[src/rtl/alu_share_pkg.sv]
// Shared types for the ALU sharing controller: op codes, FSM states, legal-op check.
// The legal-op check is only consulted when ALU_SHARE_OPCHECK_EN is defined.
package alu_share_pkg;

    localparam int unsigned OP_W = 3;

    typedef logic [OP_W-1:0] alu_op_t;

    localparam alu_op_t ALU_ADD = 3'b000;
    localparam alu_op_t ALU_SUB = 3'b001;
    localparam alu_op_t ALU_AND = 3'b010;
    localparam alu_op_t ALU_XOR = 3'b100;

    typedef enum logic [1:0] {
        S_IDLE = 2'd0,
        S_EXEC = 2'd1,
        S_RESP = 2'd2
    } state_t;

    function automatic logic op_legal(input alu_op_t op);
        logic ok;
        ok = 1'b0;
        case (op)
            ALU_ADD, ALU_SUB, ALU_AND, ALU_XOR: ok = 1'b1;
            default:                            ok = 1'b0;
        endcase
        return ok;
    endfunction

endpackage

[src/rtl/alu_share_ctrl_if.sv]
// Requester-side request/response bundle for alu_share_ctrl.
interface alu_share_ctrl_if
    import alu_share_pkg::*;
#(
    parameter int unsigned WIDTH = 32,
    parameter int unsigned NREQ  = 2
);
    logic [NREQ-1:0]            req_valid;
    logic [NREQ-1:0]            req_ready;
    logic [NREQ-1:0][WIDTH-1:0] req_a;
    logic [NREQ-1:0][WIDTH-1:0] req_b;
    alu_op_t [NREQ-1:0]         req_ctrl;
    logic [NREQ-1:0]            rsp_valid;
    logic [NREQ-1:0]            rsp_ready;
    logic [WIDTH-1:0]           rsp_result;
    logic                       rsp_eq;
    logic                       rsp_err;

    modport master (
        output req_valid, req_a, req_b, req_ctrl, rsp_ready,
        input  req_ready, rsp_valid, rsp_result, rsp_eq, rsp_err
    );

    modport slave (
        input  req_valid, req_a, req_b, req_ctrl, rsp_ready,
        output req_ready, rsp_valid, rsp_result, rsp_eq, rsp_err
    );
endinterface

[src/rtl/alu_share_ctrl_rr_pick.sv]
// Combinational round-robin picker: first asserted request at or above i_ptr, wrapping.
module rr_pick #(
    parameter int unsigned NREQ  = 2,
    parameter int unsigned IDX_W = (NREQ > 1) ? $clog2(NREQ) : 1
) (
    input  logic [NREQ-1:0]  i_req,
    input  logic [IDX_W-1:0] i_ptr,
    output logic [NREQ-1:0]  o_gnt,
    output logic [IDX_W-1:0] o_idx,
    output logic             o_any
);
    logic [IDX_W-1:0] w_k;

    always_comb begin
        o_gnt = '0;
        o_idx = '0;
        o_any = 1'b0;
        w_k   = '0;
        for (int unsigned i = 0; i < NREQ; i++) begin
            w_k = IDX_W'((32'(i_ptr) + i) % NREQ);
            if (!o_any && i_req[w_k]) begin
                o_any      = 1'b1;
                o_gnt[w_k] = 1'b1;
                o_idx      = w_k;
            end
        end
    end
endmodule

[src/rtl/alu_share_ctrl.sv]
// Round-robin sequencer sharing one external ALU among NREQ requesters (IDLE -> EXEC -> RESP).
// Define ALU_SHARE_OPCHECK_EN to reject illegal ops with rsp_err and bypass the ALU.
module alu_share_ctrl
    import alu_share_pkg::*;
#(
    parameter int unsigned WIDTH = 32,
    parameter int unsigned NREQ  = 2
) (
    input  logic             clk,
    input  logic             rst_n,
    alu_share_ctrl_if.slave  bus,
    output logic [WIDTH-1:0] alu_srca,
    output logic [WIDTH-1:0] alu_srcb,
    output alu_op_t          alu_ctrl,
    input  logic [WIDTH-1:0] alu_result,
    input  logic             alu_eq
);
    localparam int unsigned PTR_W = (NREQ > 1) ? $clog2(NREQ) : 1;

    state_t           r_state;
    state_t           w_state_nxt;
    logic [PTR_W-1:0] r_ptr;
    logic [PTR_W-1:0] r_gnt;
    logic [WIDTH-1:0] r_op_a;
    logic [WIDTH-1:0] r_op_b;
    alu_op_t          r_op_ctrl;
    logic [WIDTH-1:0] r_res;
    logic             r_eq;
    logic [NREQ-1:0]  r_rsp_valid;

    logic [NREQ-1:0]  w_pick_oh;
    logic [PTR_W-1:0] w_pick_idx;
    logic             w_pick_any;
    logic             w_accept;
    logic             w_rsp_fire;
    logic             w_legal;

    rr_pick #(
        .NREQ  (NREQ),
        .IDX_W (PTR_W)
    ) u_rr_pick (
        .i_req (bus.req_valid),
        .i_ptr (r_ptr),
        .o_gnt (w_pick_oh),
        .o_idx (w_pick_idx),
        .o_any (w_pick_any)
    );

    // Grant is offered only in IDLE and never while reset is held.
    assign w_accept      = rst_n && (r_state == S_IDLE) && w_pick_any;
    assign bus.req_ready = w_accept ? w_pick_oh : '0;
    assign w_rsp_fire    = (r_state == S_RESP) && bus.rsp_ready[r_gnt];

`ifdef ALU_SHARE_OPCHECK_EN
    logic r_err;
    assign w_legal     = op_legal(bus.req_ctrl[w_pick_idx]);
    assign bus.rsp_err = r_err;
`else
    assign w_legal     = 1'b1;
    assign bus.rsp_err = 1'b0;
`endif

    always_ff @(posedge clk or negedge rst_n) begin
        if (!rst_n) r_state <= S_IDLE;
        else        r_state <= w_state_nxt;
    end

    always_comb begin
        w_state_nxt = r_state;
        case (r_state)
            S_IDLE:  if (w_accept) w_state_nxt = w_legal ? S_EXEC : S_RESP;
            S_EXEC:  w_state_nxt = S_RESP;
            S_RESP:  if (w_rsp_fire) w_state_nxt = S_IDLE;
            default: w_state_nxt = S_IDLE;
        endcase
    end

    // Operand, result and response registers.
    always_ff @(posedge clk or negedge rst_n) begin
        if (!rst_n) begin
            r_ptr       <= '0;
            r_gnt       <= '0;
            r_op_a      <= '0;
            r_op_b      <= '0;
            r_op_ctrl   <= ALU_ADD;
            r_res       <= '0;
            r_eq        <= 1'b0;
            r_rsp_valid <= '0;
`ifdef ALU_SHARE_OPCHECK_EN
            r_err       <= 1'b0;
`endif
        end else begin
            if (w_accept) begin
                r_gnt <= w_pick_idx;
                if (w_legal) begin
                    r_op_a    <= bus.req_a[w_pick_idx];
                    r_op_b    <= bus.req_b[w_pick_idx];
                    r_op_ctrl <= bus.req_ctrl[w_pick_idx];
                end
`ifdef ALU_SHARE_OPCHECK_EN
                else begin
                    r_res       <= '0;
                    r_eq        <= 1'b0;
                    r_err       <= 1'b1;
                    r_rsp_valid <= w_pick_oh;
                end
`endif
            end
            if (r_state == S_EXEC) begin
                r_res       <= alu_result;
                r_eq        <= alu_eq;
                r_rsp_valid <= NREQ'(1) << r_gnt;
`ifdef ALU_SHARE_OPCHECK_EN
                r_err       <= 1'b0;
`endif
            end
            if (w_rsp_fire) begin
                r_rsp_valid <= '0;
                r_ptr       <= (r_gnt == PTR_W'(NREQ - 1)) ? '0 : r_gnt + PTR_W'(1);
            end
        end
    end

    assign alu_srca       = r_op_a;
    assign alu_srcb       = r_op_b;
    assign alu_ctrl       = r_op_ctrl;
    assign bus.rsp_valid  = r_rsp_valid;
    assign bus.rsp_result = r_res;
    assign bus.rsp_eq     = r_eq;
endmodule

[src/flat_wrapper.sv]
// flat-port wrapper written by rule: the top's interface ports become plain ports
module alu_share_ctrl_flat import alu_share_pkg::*;
#(
    parameter int unsigned WIDTH = 32,
    parameter int unsigned NREQ  = 2
)
  (clk, rst_n, alu_srca, alu_srcb, alu_ctrl, alu_result, alu_eq, bus_req_valid, bus_req_a, bus_req_b, bus_req_ctrl, bus_rsp_ready, bus_req_ready, bus_rsp_valid, bus_rsp_result, bus_rsp_eq, bus_rsp_err);
  alu_share_ctrl_if #(.WIDTH(WIDTH), .NREQ(NREQ)) bus_i ();
  input  logic clk;
  input  logic rst_n;
  output logic [WIDTH-1:0] alu_srca;
  output logic [WIDTH-1:0] alu_srcb;
  output alu_op_t alu_ctrl;
  input  logic [WIDTH-1:0] alu_result;
  input  logic alu_eq;
  input wire logic [$bits(bus_i.req_valid)-1:0] bus_req_valid;
  input wire logic [$bits(bus_i.req_a)-1:0] bus_req_a;
  input wire logic [$bits(bus_i.req_b)-1:0] bus_req_b;
  input wire logic [$bits(bus_i.req_ctrl)-1:0] bus_req_ctrl;
  input wire logic [$bits(bus_i.rsp_ready)-1:0] bus_rsp_ready;
  output wire logic [$bits(bus_i.req_ready)-1:0] bus_req_ready;
  output wire logic [$bits(bus_i.rsp_valid)-1:0] bus_rsp_valid;
  output wire logic [$bits(bus_i.rsp_result)-1:0] bus_rsp_result;
  output wire logic [$bits(bus_i.rsp_eq)-1:0] bus_rsp_eq;
  output wire logic [$bits(bus_i.rsp_err)-1:0] bus_rsp_err;
  assign bus_i.req_valid = bus_req_valid;
  assign bus_i.req_a = bus_req_a;
  assign bus_i.req_b = bus_req_b;
  assign bus_i.req_ctrl = bus_req_ctrl;
  assign bus_i.rsp_ready = bus_rsp_ready;
  assign bus_req_ready = bus_i.req_ready;
  assign bus_rsp_valid = bus_i.rsp_valid;
  assign bus_rsp_result = bus_i.rsp_result;
  assign bus_rsp_eq = bus_i.rsp_eq;
  assign bus_rsp_err = bus_i.rsp_err;
  alu_share_ctrl #(.WIDTH(WIDTH), .NREQ(NREQ)) u_core (.clk(clk), .rst_n(rst_n), .bus(bus_i), .alu_srca(alu_srca), .alu_srcb(alu_srcb), .alu_ctrl(alu_ctrl), .alu_result(alu_result), .alu_eq(alu_eq));
endmodule
[config.mk]
export PLATFORM = sky130hd
export DESIGN_NAME = alu_share_ctrl_flat
export DESIGN_NICKNAME = d
export VERILOG_FILES = /design/src/rtl/alu_share_pkg.sv /design/src/rtl/alu_share_ctrl_if.sv /design/src/rtl/alu_share_ctrl_rr_pick.sv /design/src/rtl/alu_share_ctrl.sv /design/src/flat_wrapper.sv
export SDC_FILE = /design/constraint.sdc
export NUM_CORES = 1
export LEC_CHECK = 0
export CAP_MARGIN = 10
export CORE_UTILIZATION = 29
export DETAILED_ROUTE_END_ITERATION = 10
export HOLD_SLACK_MARGIN = 0.1
export PLACE_DENSITY = 0.69
export REMOVE_ABC_BUFFERS = 1
export SKIP_CTS_REPAIR_TIMING = 1
export SLEW_MARGIN = 10
export SYNTH_ARGS = -nofsm -noshare
export SYNTH_HDL_FRONTEND = slang
export SYNTH_SLANG_ARGS = --single-unit
[constraint.sdc]
create_clock -name clk -period 1.49 [get_ports clk]
set_input_delay 0.3725 -clock clk [delete_from_list [all_inputs] [get_ports clk]]
set_output_delay 0.3725 -clock clk [all_outputs]
set_load 0.01 [all_outputs]
==> results.toml <==
[clock_network]
cts-root-buf = "clkbuf_16"
numClockSinks = 106
path_clk_slew_ns = 0.07
cts_buffers = 9
cts.path.max_buffers = 2
insertion_delay_ns = 0.35
cts_tree = "built"
cts_max_level = 3

[grt]
grt_use_total_pct = 18.96
grt_max_degree = 68
antenna_found_initial = 0
grt_pass1_wl_um = 23690
overflow = 0
grt_pass1_vias = 4531

[timing]
worst_pin_slew_ns = 0.7387
period_share_pct = 123.7
setup_viol = 70
grt_setup_unrepaired = "yes"
fin_skew_ns = 0.003155
post-route-min-period_ns = 1.843
slew_violations = 0
layout_setup_ws_ns = -0.3527
fmax_mhz = 542.7
tns_ns = -17.69
slew_headroom_pct = 50.75
hold_viol_final = 0

[routing]
wl_met2_um = 10060
drt-total-wl_um = 19170
vias_per_cell = 5.312
drt-initial-drc-count = 233
first_pass_iters = 5
antenna_left = 0
met3WireLength_um = 1721
dr_total_vias = 4552
topRoutingLayerUsed = "met4"
post_drt_wl_per_cell_um = 22.37
drt-met1-wl_um = 7140
drc = 0

[placement]
place_ws_ns = -0.6312
gp_congestion = 0.7561
portBuffers = 276
dp_hpwl_um = 11430

[worst_setup_path]
crit_slowest_cell = "or3b_4"
end_kind = "primary output"
crit_type = "flip-flop to primary output"
reg2reg_slack_ns = -0.33
crit_buf_inv = 1
critical-path-top-delay-family = "simple AND/OR/NAND/NOR gates"
cp.arrival_ns = 1.47
cp_max_fo = 3
cpPeakStageDelay_ns = 0.42
worstPathCellList = "or3b_4 > nor3_2 > buf_2"
cp.required_ns = 1.12
worstSetupStartpointType = "flip-flop"

[synthesis]
avgSynthCellArea_sq_um = 13.20
synth-seq-area-share_pct = 57.41
syn_inst = 350
yosys_warnings = 0
ys_types = 28
ys_ff_latch = 106
syn-cell-area_sq_um = 4621

[die]
dieHeight_um = 128.2
die_w_um = 128.2
floorplan.initialDensity_pct = 30.06
io-pin-count = 278
core_area_sq_um = 15370
row_count = 45
die_area_sq_um = 16440

[final_layout]
fin_util_pct = 60.12
area_growth_pct = 100.0
nNetsFinal = 814
diodes = 0
layout-drive-gt1-share_pct = 27.86

[outcome]
violations = "setup timing"
outcome = "finished with violations"

[power]
power_mw = 16.23
p_leak_nw = 4.122
power_density_nw_per_um2 = 1757
ir_worst_vdd_mv = 1.069

[run]
drv_cap = 0

[hold_path]
min_path_type = "primary input to asynchronous set/reset pin"
layer usage:
| layer | track usage [%] | vias to the layer above |
|---|---|---|
| li1 | - | 2003 |
| met1 | 19.51 | 2303 |
| met2 | 35.42 | 225 |
| met3 | 7.262 | 21 |
| met4 | 5.329 | 0 |
| met5 | 0 | - |
cell usage in the layout (no fill, tap or decap), drive strengths merged, types with 4 or more instances in the layout:
cell / netlist / routed
clkbuf: 23 / 23
nor2: 6 / 6
buf: 21 / 40
clkdlybuf4s50: 0 / 171
o32ai: 67 / 67
a2bb2oi: 67 / 67
mux2: 33 / 33
nand2: 4 / 4
dlymetal6s2s: 0 / 102
dfrtp: 106 / 106
worst reg2reg max path: cells and delay by family, from the launching register on:
| kind | cells | cell delay [ns] |
|---|---|---|
| AO/OA/AOI/OAI | 1 | 0.16 |
| buffers and inverters | 3 | 0.51 |
| flip-flops | 1 | 0.39 |
| AND/OR/NAND/NOR | 2 | 0.68 |
layout make-up:
cell class | instances | area, sq um
clock buffer | 12 | 246.5
clock inverter | 4 | 75.07
fill | 1205 | 6130
inverter | 1 | 3.754
multi-input combinational | 199 | 2273
sequential | 106 | 2653
tap | 211 | 264.0
timing repair buffer | 324 | 3726
cell usage after synthesis:
master	instances	area share, %
buf_2	15	1.6
a2bb2oi_2	1	0.32
o21ai_0	3	0.32
nand3b_1	2	0.32
conb_1	1	0.081
nand2b_1	2	0.27
nand2_1	4	0.32
a211oi_1	1	0.16
mux2_2	33	8.0
nor2_4	1	0.24
buf_6	4	0.97
a221oi_1	1	0.19
a2bb2oi_1	66	13
or3b_4	1	0.24
nand4bb_1	1	0.24
nor3_1	1	0.11
clkbuf_1	23	1.9
a21oi_1	3	0.32
nor2_1	5	0.41
nor2b_1	2	0.27
o22ai_1	1	0.14
inv_2	1	0.081
nor3b_1	1	0.16
nand3_1	1	0.11
a21bo_2	1	0.22
buf_4	2	0.32
dfrtp_1	106	57
o32ai_1	67	13
per-stage QoR:
step | hold slack, ns | cell area (sq um) | std cells
2_1_floorplan | 0.07691 | 4399 | 306
3_3_place_gp | 0.4872 | 7706 | 819
3_5_place_dp | 0.4965 | 7706 | 819
4_1_cts | 0.3010 | 8028 | 835
5_1_grt | 0.2484 | 9241 | 857
6_report | 0.1900 | 9241 | 857
flip-flops by register name, indices dropped and copies added (netlist names):
signal	flops
u_core.bus.rsp_result	32
u_core.alu_ctrl	3
u_core.bus.rsp_valid	2
u_core.r_gnt	1
u_core.alu_srcb	32
u_core.bus.rsp_eq	1
u_core.r_ptr	1
u_core.r_state	2
u_core.alu_srca	32
kinds of logic (layout without fill, tap and decap cells):
group	after synthesis	in the layout	share of synthesized area (%)
flops	106	106	57.41
compound gates	144	144	26.89
mux	33	33	8.042
buf+inv	45	341	4.874
other cells	1	1	0.08116
simple gates	21	21	2.707
path summary, 6_finish.rpt:
kind / startpoint / to / depth (start not counted)
max: u_core.r_state[1] / bus_req_ready[1] / 3
min: rst_n / u_core.r_state[0] / 3
max reg2reg: u_core.r_state[1] / u_core.alu_srca[21] / 6
min reg2reg: u_core.bus.rsp_result[14] / u_core.bus.rsp_result[14] / 1
max in group asynchronous: rst_n / u_core.alu_srca[9] / 3
min in group clk: u_core.bus.rsp_result[14] / u_core.bus.rsp_result[14] / 1
where the power goes:
| group | internal [mW] | leakage (nW) | switching [mW] |
|---|---|---|---|
| clock | 1.52 | 0.149 | 1.05 |
| sequential | 4.30 | 1.18 | 0.944 |
| combinational | 5.12 | 2.80 | 3.30 |
(Power assumes the default switching activity.)
